## src/rtl/stopwatch_pkg.sv

```systemverilog
// rtl/stopwatch_pkg.sv - state encoding and prescale defaults for the stopwatch controller
package stopwatch_pkg;

  typedef enum logic [1:0] {
    IDLE  = 2'd0,
    RUN   = 2'd1,
    PAUSE = 2'd2,
    DONE  = 2'd3
  } state_t;

  // Short period keeps simulation fast; board value gives a 1 kHz tick at 100 MHz.
  localparam int PRESCALE_MAX_SIM   = 3;
  localparam int PRESCALE_MAX_BOARD = 99_999;

endpackage

```

## src/rtl/btn_edge_sync.sv

```systemverilog
// rtl/btn_edge_sync.sv - two-flop synchronizer followed by a registered rising-edge pulse
module btn_edge_sync (
  input  logic CLK,
  input  logic RESET,
  input  logic btn,
  output logic pulse
);

  logic sync0;
  logic sync1;
  logic prev;

  // Pulse is registered so it lags the raw input by three clock edges.
  always_ff @(posedge CLK) begin
    if (RESET) begin
      sync0 <= 1'b0;
      sync1 <= 1'b0;
      prev  <= 1'b0;
      pulse <= 1'b0;
    end else begin
      sync0 <= btn;
      sync1 <= sync0;
      prev  <= sync1;
      pulse <= sync1 & ~prev;
    end
  end

endmodule

```

## src/rtl/stopwatch_controller.sv

```systemverilog
// rtl/stopwatch_controller.sv - run/pause/clear sequencing and tick generation for a decimal counter chain
module stopwatch_controller
  import stopwatch_pkg::*;
#(
  parameter int PRESCALE_MAX   = 99_999,
  parameter int PRESCALE_WIDTH = 17
) (
  input  logic       CLK,
  input  logic       RESET,
  input  logic       BTN_START_STOP,
  input  logic       BTN_CLEAR,
  input  logic       MODE_DOWN,
  input  logic       ZERO_DETECT,
  input  logic       CHAIN_TRIG,
  output logic       CNT_ENABLE,
  output logic       CNT_RESET,
  output logic       CNT_DIR,
  output logic       RUNNING,
  output logic       EXPIRED,
  output logic [1:0] STATE
);

  localparam logic [PRESCALE_WIDTH-1:0] PS_MAX = PRESCALE_WIDTH'(PRESCALE_MAX);

  state_t                    state;
  logic [PRESCALE_WIDTH-1:0] prescaler;
  logic                      start_edge;
  logic                      clr_edge;
  logic                      terminal;

  btn_edge_sync u_start_sync (
    .CLK   (CLK),
    .RESET (RESET),
    .btn   (BTN_START_STOP),
    .pulse (start_edge)
  );

  btn_edge_sync u_clear_sync (
    .CLK   (CLK),
    .RESET (RESET),
    .btn   (BTN_CLEAR),
    .pulse (clr_edge)
  );

  assign terminal = CNT_DIR ? ZERO_DETECT : CHAIN_TRIG;
  assign STATE    = state;

  always_ff @(posedge CLK) begin
    if (RESET) begin
      state      <= IDLE;
      prescaler  <= '0;
      CNT_ENABLE <= 1'b0;
      CNT_RESET  <= 1'b1;
      CNT_DIR    <= 1'b0;
      RUNNING    <= 1'b0;
      EXPIRED    <= 1'b0;
    end else begin
      CNT_ENABLE <= 1'b0;
      CNT_RESET  <= 1'b0;
      case (state)
        IDLE: begin
          prescaler <= '0;
          CNT_DIR   <= MODE_DOWN;
          // A direction change reloads the chain with its new starting value.
          if (clr_edge || (MODE_DOWN != CNT_DIR)) CNT_RESET <= 1'b1;
          if (!clr_edge && start_edge) begin
            state   <= RUN;
            RUNNING <= 1'b1;
          end
        end
        RUN: begin
          if (clr_edge) begin
            state     <= IDLE;
            RUNNING   <= 1'b0;
            prescaler <= '0;
            CNT_RESET <= 1'b1;
          end else if (terminal) begin
            state   <= DONE;
            RUNNING <= 1'b0;
            EXPIRED <= 1'b1;
          end else if (start_edge) begin
            // Prescaler holds, so a tick due on this cycle is issued after resume.
            state   <= PAUSE;
            RUNNING <= 1'b0;
          end else if (prescaler == PS_MAX) begin
            prescaler  <= '0;
            CNT_ENABLE <= 1'b1;
          end else begin
            prescaler <= prescaler + 1'b1;
          end
        end
        PAUSE: begin
          if (clr_edge) begin
            state     <= IDLE;
            prescaler <= '0;
            CNT_RESET <= 1'b1;
          end else if (start_edge) begin
            state   <= RUN;
            RUNNING <= 1'b1;
          end
        end
        DONE: begin
          if (clr_edge) begin
            state     <= IDLE;
            EXPIRED   <= 1'b0;
            prescaler <= '0;
            CNT_RESET <= 1'b1;
          end
        end
        default: state <= IDLE;
      endcase
    end
  end

endmodule

```

## config.mk

```make
export PLATFORM = sky130hd
export DESIGN_NAME = stopwatch_controller
export DESIGN_NICKNAME = d
export VERILOG_FILES = /design/src/rtl/stopwatch_pkg.sv /design/src/rtl/btn_edge_sync.sv /design/src/rtl/stopwatch_controller.sv
export SDC_FILE = /design/constraint.sdc
export NUM_CORES = 1
export LEC_CHECK = 0
export CORE_MARGIN = 1
export CORE_UTILIZATION = 45
export CTS_BUF_LIST = sky130_fd_sc_hd__clkbuf_2
export DETAILED_ROUTE_END_ITERATION = 10
export PLACE_DENSITY_LB_ADDON = 0.1
export SYNTH_ARGS = -nofsm -noshare
export SYNTH_HDL_FRONTEND = slang
export SYNTH_SLANG_ARGS = --single-unit
```

## constraint.sdc

```tcl
create_clock -name CLK -period 1.72 [get_ports CLK]
set_input_delay 0.43 -clock CLK [delete_from_list [all_inputs] [get_ports CLK]]
set_output_delay 0.43 -clock CLK [all_outputs]
set_load 0.03 [all_outputs]
```

==> results.md, run 1 <==
- Critical Path Slowest Stage Cell: or4_4
- Largest stage delay on the critical path: 550 ps
- Avg Inst Size Synth: 8.39 um^2
- Setup-failing EPs final: 11
- Multi-input logic area: 893 um^2
- Die H: 59.8 um
- Core footprint: 3100 um^2
- Syn nets: 187
- Clock group share of total power: 29.1%
- Worst slew pin tran: 538 ps
- Post-placement cell area: 1880 um^2
- Required time of the critical path: 1990 ps
- Fin crit period: 1830 ps
- Final worst setup slack: -114 ps
- Leak pwr: 0.000730 uW
- Pin count of the biggest net entering global routing: 15
- Worst R2R Path Depth: 6
- DP HPWL: 2680 um
- Initial Util: 48.4%
- Clock Tree Root: clkbuf_2
- CP arrival: 2110 ps
- Logic pwr share: 12.3%
- Final hold violations: 0
- Number of synthesized flops with an enable pin: 0
- CTS buffer count: 5
- Sw frac: 29.2%
- Internal: 935 uW
- Most common cell after layout, fill and taps aside: dfxtp_1
- Vias after detailed routing: 1,502
- Crit path depth: 6
- Primary FF master, synth: dfxtp_1
- Worst-path clk slew: 190 ps
- Detailed Route WL: 3910 um
- Clock sinks: 32
- Die ar.: 3570 um^2
- Worst setup endpoint: prescaler[15]
- GRT Util Overall: 22.8%
- Crit Path Max Fanout: 9
- RSZ-0062 raised after global routing: yes
- Reg2reg setup slack: -110 ps
- H-tree depth: 2
- Kind of critical path: reg -> reg
- Slew HR: 64.0%
- Vias in the first global route: 1,309
- Highest clock rate: 545 MHz
- RePlAce Congestion: 0.814
- Ant diodes: 0
- FF-to-FF Start: prescaler[12]
- Hold path start: u_start_sync.prev
- Detailed Route Iter0 Violations: 79
- Tcrit/Tclk final: 107%
- Remaining DRCs: 0
- Delay-heaviest family, CP: simple AND/OR/NAND/NOR gates
- CTS Hold Bufs: 0
- Reg power frac: 58.6%
- Asr flop ratio synth: 0%
- PortBufs: 13
- Synth unique cells: 40
- Pwr Density: 648 nW/um^2
- Drt pass-1 iters: 4
- Register area share after synthesis: 42.7%
- Reg-to-reg endpoint: prescaler[15]
- Violations in the final reports: negative setup slack
- Grt ovf: 0
- Design area: 2040 um^2
- Chip width: 59.8 um
- CP bufs+invs: 1
- Number of routed nets with antenna violations: 0
- Initial antenna violation count: 0
- CP endpoint kind: register
- CTS tree: yes
- CP startpoint: prescaler[12]
- Post-Syn Instances: 179
- Syn-to-layout area delta: 35.8%
- Synthesized area: 1500 um^2
- FF/Latch Area: 644 um^2
- Max-cap violations: 0
- Tot Pwr: 1320 uW
- Crit start category: register
- Worst IR Drop VDD: 602 uV
- Synth Warn #: 0
- Vias per cell: 5.58
- Clk_lat worst skew: 370 ps
- Net Switching: 386 uW
- Clk buf depth: 2
- First-pass GRT wire length: 5950 um
- Outcome: finished, violations left
- Most frequent cells in the layout: dfxtp_1 (29), buf_4 (28), nand2_1 (19)
- Row cnt: 20
- Fill cell count: 302
- Tightest Hold Check Type: reg -> reg
- Final Skew: 10.5 ps
- Wire per inst: 14.5 um
- Share of layout cells above drive strength 1: 28.4%
- Max Slew Vio Count: 0
- Critical-path cell list: or4_4 -> nor4_4 -> a211oi_4 -> buf_6 -> a31oi_2 -> mux2i_1
- Nets@finish: 232
- Ports: 14
- Yosys reg bits: 32
- Post-route setup TNS: -501 ps
state kept, by name (all words and copies together), names as in the netlist:
name / count
CNT_DIR: 1
CNT_ENABLE: 1
CNT_RESET: 1
EXPIRED: 1
RUNNING: 1
STATE: 2
prescaler: 17
u_clear_sync.prev: 1
u_clear_sync.pulse: 1
u_clear_sync.sync0: 1
u_clear_sync.sync1: 1
u_start_sync.prev: 1
u_start_sync.pulse: 1
u_start_sync.sync0: 1
u_start_sync.sync1: 1
worst min path at each step:
stage / endpoint / slack (ps) / depth (start not counted)
global route: u_clear_sync.pulse / 430 / 1
global placement: u_clear_sync.pulse / 370 / 1
detailed placement: u_start_sync.pulse / 380 / 1
floorplan: u_clear_sync.pulse / 370 / 1
CTS: u_start_sync.pulse / 400 / 1
finish: u_start_sync.pulse / 400 / 1
worst register-to-register path, cell delays in order, from the launching register on:
cell and delay, ps:
dfxtp_2 370, or4_4 550, nor4_4 250, a211oi_4 140, buf_6 160, a31oi_2 170
mux2i_1 90
layer usage:
layer | GRT usage, % | vias up | share of wire [%]
met5 | 0 | - | 0
met4 | 8.64 | 0 | 1.7
met3 | 5.63 | 6 | 5.0
met2 | 36.7 | 42 | 48
met1 | 29.5 | 705 | 45
li1 | - | 749 | -
cell usage after synthesis, drive strengths merged, types with 2 or more instances:
cell / count / area, um^2
nor2b: 8 / 50.1
nand3b: 5 / 37.5
nand4: 5 / 31.3
nand2b: 2 / 12.5
a211oi: 3 / 40.0
nand2: 20 / 75.1
clkbuf: 5 / 18.8
a31oi: 10 / 62.6
nor3: 5 / 25.0
o21ai: 5 / 25.0
nand3: 18 / 90.1
inv: 8 / 30.0
a21oi: 10 / 50.1
and3: 2 / 12.5
and2: 3 / 18.8
o311ai: 5 / 43.8
dfxtp: 32 / 641
or2: 2 / 12.5
and4: 2 / 18.8
nor2: 13 / 48.8
power by group through the flow:
stage	logic (uW)	registers (uW)	clock network, uW
finish	163	774	385
global route	177	777	426
CTS	153	774	398
detailed placement	158	789	0
global placement	155	788	0
floorplan	63.5	807	0
stage by stage:
stage / setup WS (ps) / cells / util [%] / hold slack (ps)
after floorplan: 17.7 / 179 / - / 367
after global placement: -330 / 259 / 60.4 / 371
after detailed placement: -440 / 259 / 60.4 / 380
after CTS: -65.1 / 267 / 62.3 / 402
after global routing: -182 / 269 / 65.7 / 426
final: -114 / 269 / 65.7 / 395
logic make-up after synthesis:
family / synth area share [%]
AND/OR/NAND/NOR: 31.9
AO/OA/AOI/OAI: 18.6
flip-flops: 42.7
buffers and inverters: 4.00
multiplexers: 1.42
XOR/XNOR: 0.583
adder cells (fa/ha/maj): 0.833
final cells by class:
class / instances / area share, %
Clock inverter: 3 / 1.17
Sequential cell: 32 / 31.6
Clock buffer: 5 / 1.23
Inverter: 8 / 1.47
Multi-Input combinational cell: 133 / 43.8
Tap cell: 44 / 2.70
Timing Repair Buffer: 44 / 18.0
timing repair:
item	CTS	global route
pin swaps	1	5
setup endpoints to repair	17	17
gates cloned	0	0
setup buffers	0	2
gates resized for setup	14	16
No activity file was read; power rests on OpenSTA's default activity.
==> run 2: changes to the inputs <==
--- a/config.mk
+++ b/config.mk
@@ -10,6 +10,7 @@
 export CTS_BUF_LIST = sky130_fd_sc_hd__clkbuf_2
 export DETAILED_ROUTE_END_ITERATION = 10
 export PLACE_DENSITY_LB_ADDON = 0.1
+export SETUP_SLACK_MARGIN = 0.5
 export SYNTH_ARGS = -nofsm -noshare
 export SYNTH_HDL_FRONTEND = slang
 export SYNTH_SLANG_ARGS = --single-unit
==> results.md, run 2 (synthesis gave the netlist of run 1 again) <==
- Clock Tree Root: clkbuf_2
- Inst Count DP: 270
- GRT Util Overall: 24.9%
- PortBufs: 13
- Wire per inst: 15.2 um
- Fin crit period: 1800 ps
- Hold path start: u_clear_sync.prev
- DP HPWL: 2840 um
- H-tree depth: 2
- Fill cell count: 220
- Vias in the first global route: 1,505
- Met1 Use GR: 31.0%
- Drt pass-1 iters: 4
- Worst Hold End: u_clear_sync.pulse
- Max-cap violations: 0
- Required time of the critical path: 2010 ps
- Vias after detailed routing: 1,640
- Worst-path clk slew: 180 ps
- RSZ-0062 raised after global routing: yes
- Ports: 14
- Multi-input logic area: 1020 um^2
- Remaining DRCs: 0
- Final worst setup slack: -81.6 ps
- Grt ovf: 0
- Vias per cell: 5.67
- Die ar.: 3570 um^2
- Met3 Track Usage GR: 6.93%
- Violations in the final reports: negative setup slack
- RePlAce Congestion: 0.869
- Post-route setup TNS: -295 ps
- Highest clock rate: 555 MHz
- FF-to-FF Start: prescaler[13]
- Crit Path Max Fanout: 7
- Chip width: 59.8 um
- Non-filler cells, final: 289
- Clk buf depth: 2
- Initial Util: 48.4%
- CTS Hold Bufs: 0
- CTS buffer count: 5
- Kind of critical path: reg -> reg
- Final hold violations: 0
- Clock sinks: 32
- Final Skew: 16.8 ps
- Leak pwr: 0.000878 uW
- Most frequent cells in the layout: buf_4 (43), dfxtp_1 (20), nand2_1 (19)
- Max Slew Vio Count: 0
- First-pass GRT wire length: 6620 um
- Met2 usage: 40.6%
- Worst R2R Path Depth: 6
- Initial antenna violation count: 0
- Reg2reg setup slack: -80 ps
- Outcome: finished, violations left
- Detailed Route WL: 4380 um
- Detailed Route Iter0 Violations: 66
- Largest register FFs: 17
- Clk_lat worst skew: 370 ps
- Most common cell after layout, fill and taps aside: buf_4
- Nets@finish: 252
- FF/Latch Area: 663 um^2
- Ant diodes: 0
- Slew HR: 63.2%
- Number of routed nets with antenna violations: 0
- Worst IR Drop VDD: 497 uV
- Setup-failing EPs final: 9
- Global routing's busiest layer: met2
- Worst slew pin tran: 551 ps
- Pwr Density: 639 nW/um^2
- Reg-to-reg endpoint: prescaler[13]
- Worst Hold Depth: 1
- Syn-to-layout area delta: 58.8%
- Die H: 59.8 um
- Core footprint: 3100 um^2
- CP arrival: 2090 ps
- Pin count of the biggest net entering global routing: 14
- CP startpoint: prescaler[13]
- Utilization after layout: 76.9%
- Tightest Hold Check Type: reg -> reg
- CP endpoint kind: register
- Crit start category: register
- Share of layout cells above drive strength 1: 46.9%
- Row cnt: 20
- Tcrit/Tclk final: 105%
- Largest Register: prescaler
- CTS tree: yes
-- run 2: cell count changes in the layout (fill, tap and decap cells not counted), sizes merged, moves of 2 or more --
cell           previous run  this run
buf                      31        58
clkdlybuf4s50             6         4
clkinvlp                  2         0
dlygate4sd2               6         2
-- run 2: layer usage --
metal	up-vias	share of wire, %
li1	784	-
met1	809	44
met2	42	50
met3	5	4.6
met4	0	1.1
met5	-	0
-- run 2: repair_timing --
item                       in CTS  in global routing
pin swaps                      16                 21
gates resized for setup        71                 25
setup endpoints to repair      31                 28
setup buffers                   4                  7
-- run 2: cell type report --
type / count / area share [%]
Multi-Input combinational cell: 133 / 42.9
Clock buffer: 6 / 1.26
Timing Repair Buffer: 64 / 23.0
Tap cell: 44 / 2.31
Clock inverter: 2 / 1.47
Sequential cell: 32 / 27.8
Inverter: 8 / 1.26
-- run 2: metrics by stage --
step                      setup WS [ps]  power, uW  area [um^2]  hold WS, ps
after global routing               -166       1570         2380          404
after global placement             -300        957         2020          372
after floorplan                    63.9        882         1580          367
final                             -81.6       1520         2380          379
after CTS                         -79.9       1490         2200          397
after detailed placement           -349        962         2020          379
-- run 2: worst max-delay path: stages (launching register included) --
cell	delay [ps]
dfxtp_2	370
or4_4	550
nor4_4	220
a211oi_4	150
buf_6	170
a31oi_1	160
o22ai_1	90
-- run 2: worst max path at each step --
| stage | to | slack, ps |
|---|---|---|
| 6_report | prescaler[13] | -80 |
| 5_1_grt | prescaler[13] | -170 |
| 4_1_cts | prescaler[13] | -80 |
| 3_5_place_dp | prescaler[6] | -350 |
| 3_3_place_gp | prescaler[13] | -300 |
| 2_1_floorplan | prescaler[12] | 60 |
-- run 2: report_power, final --
part	total, uW	internal (uW)	switching (uW)
clock network	524	250	274
registers	771	760	11.2
logic	230	113	117
total	1520	1120	402
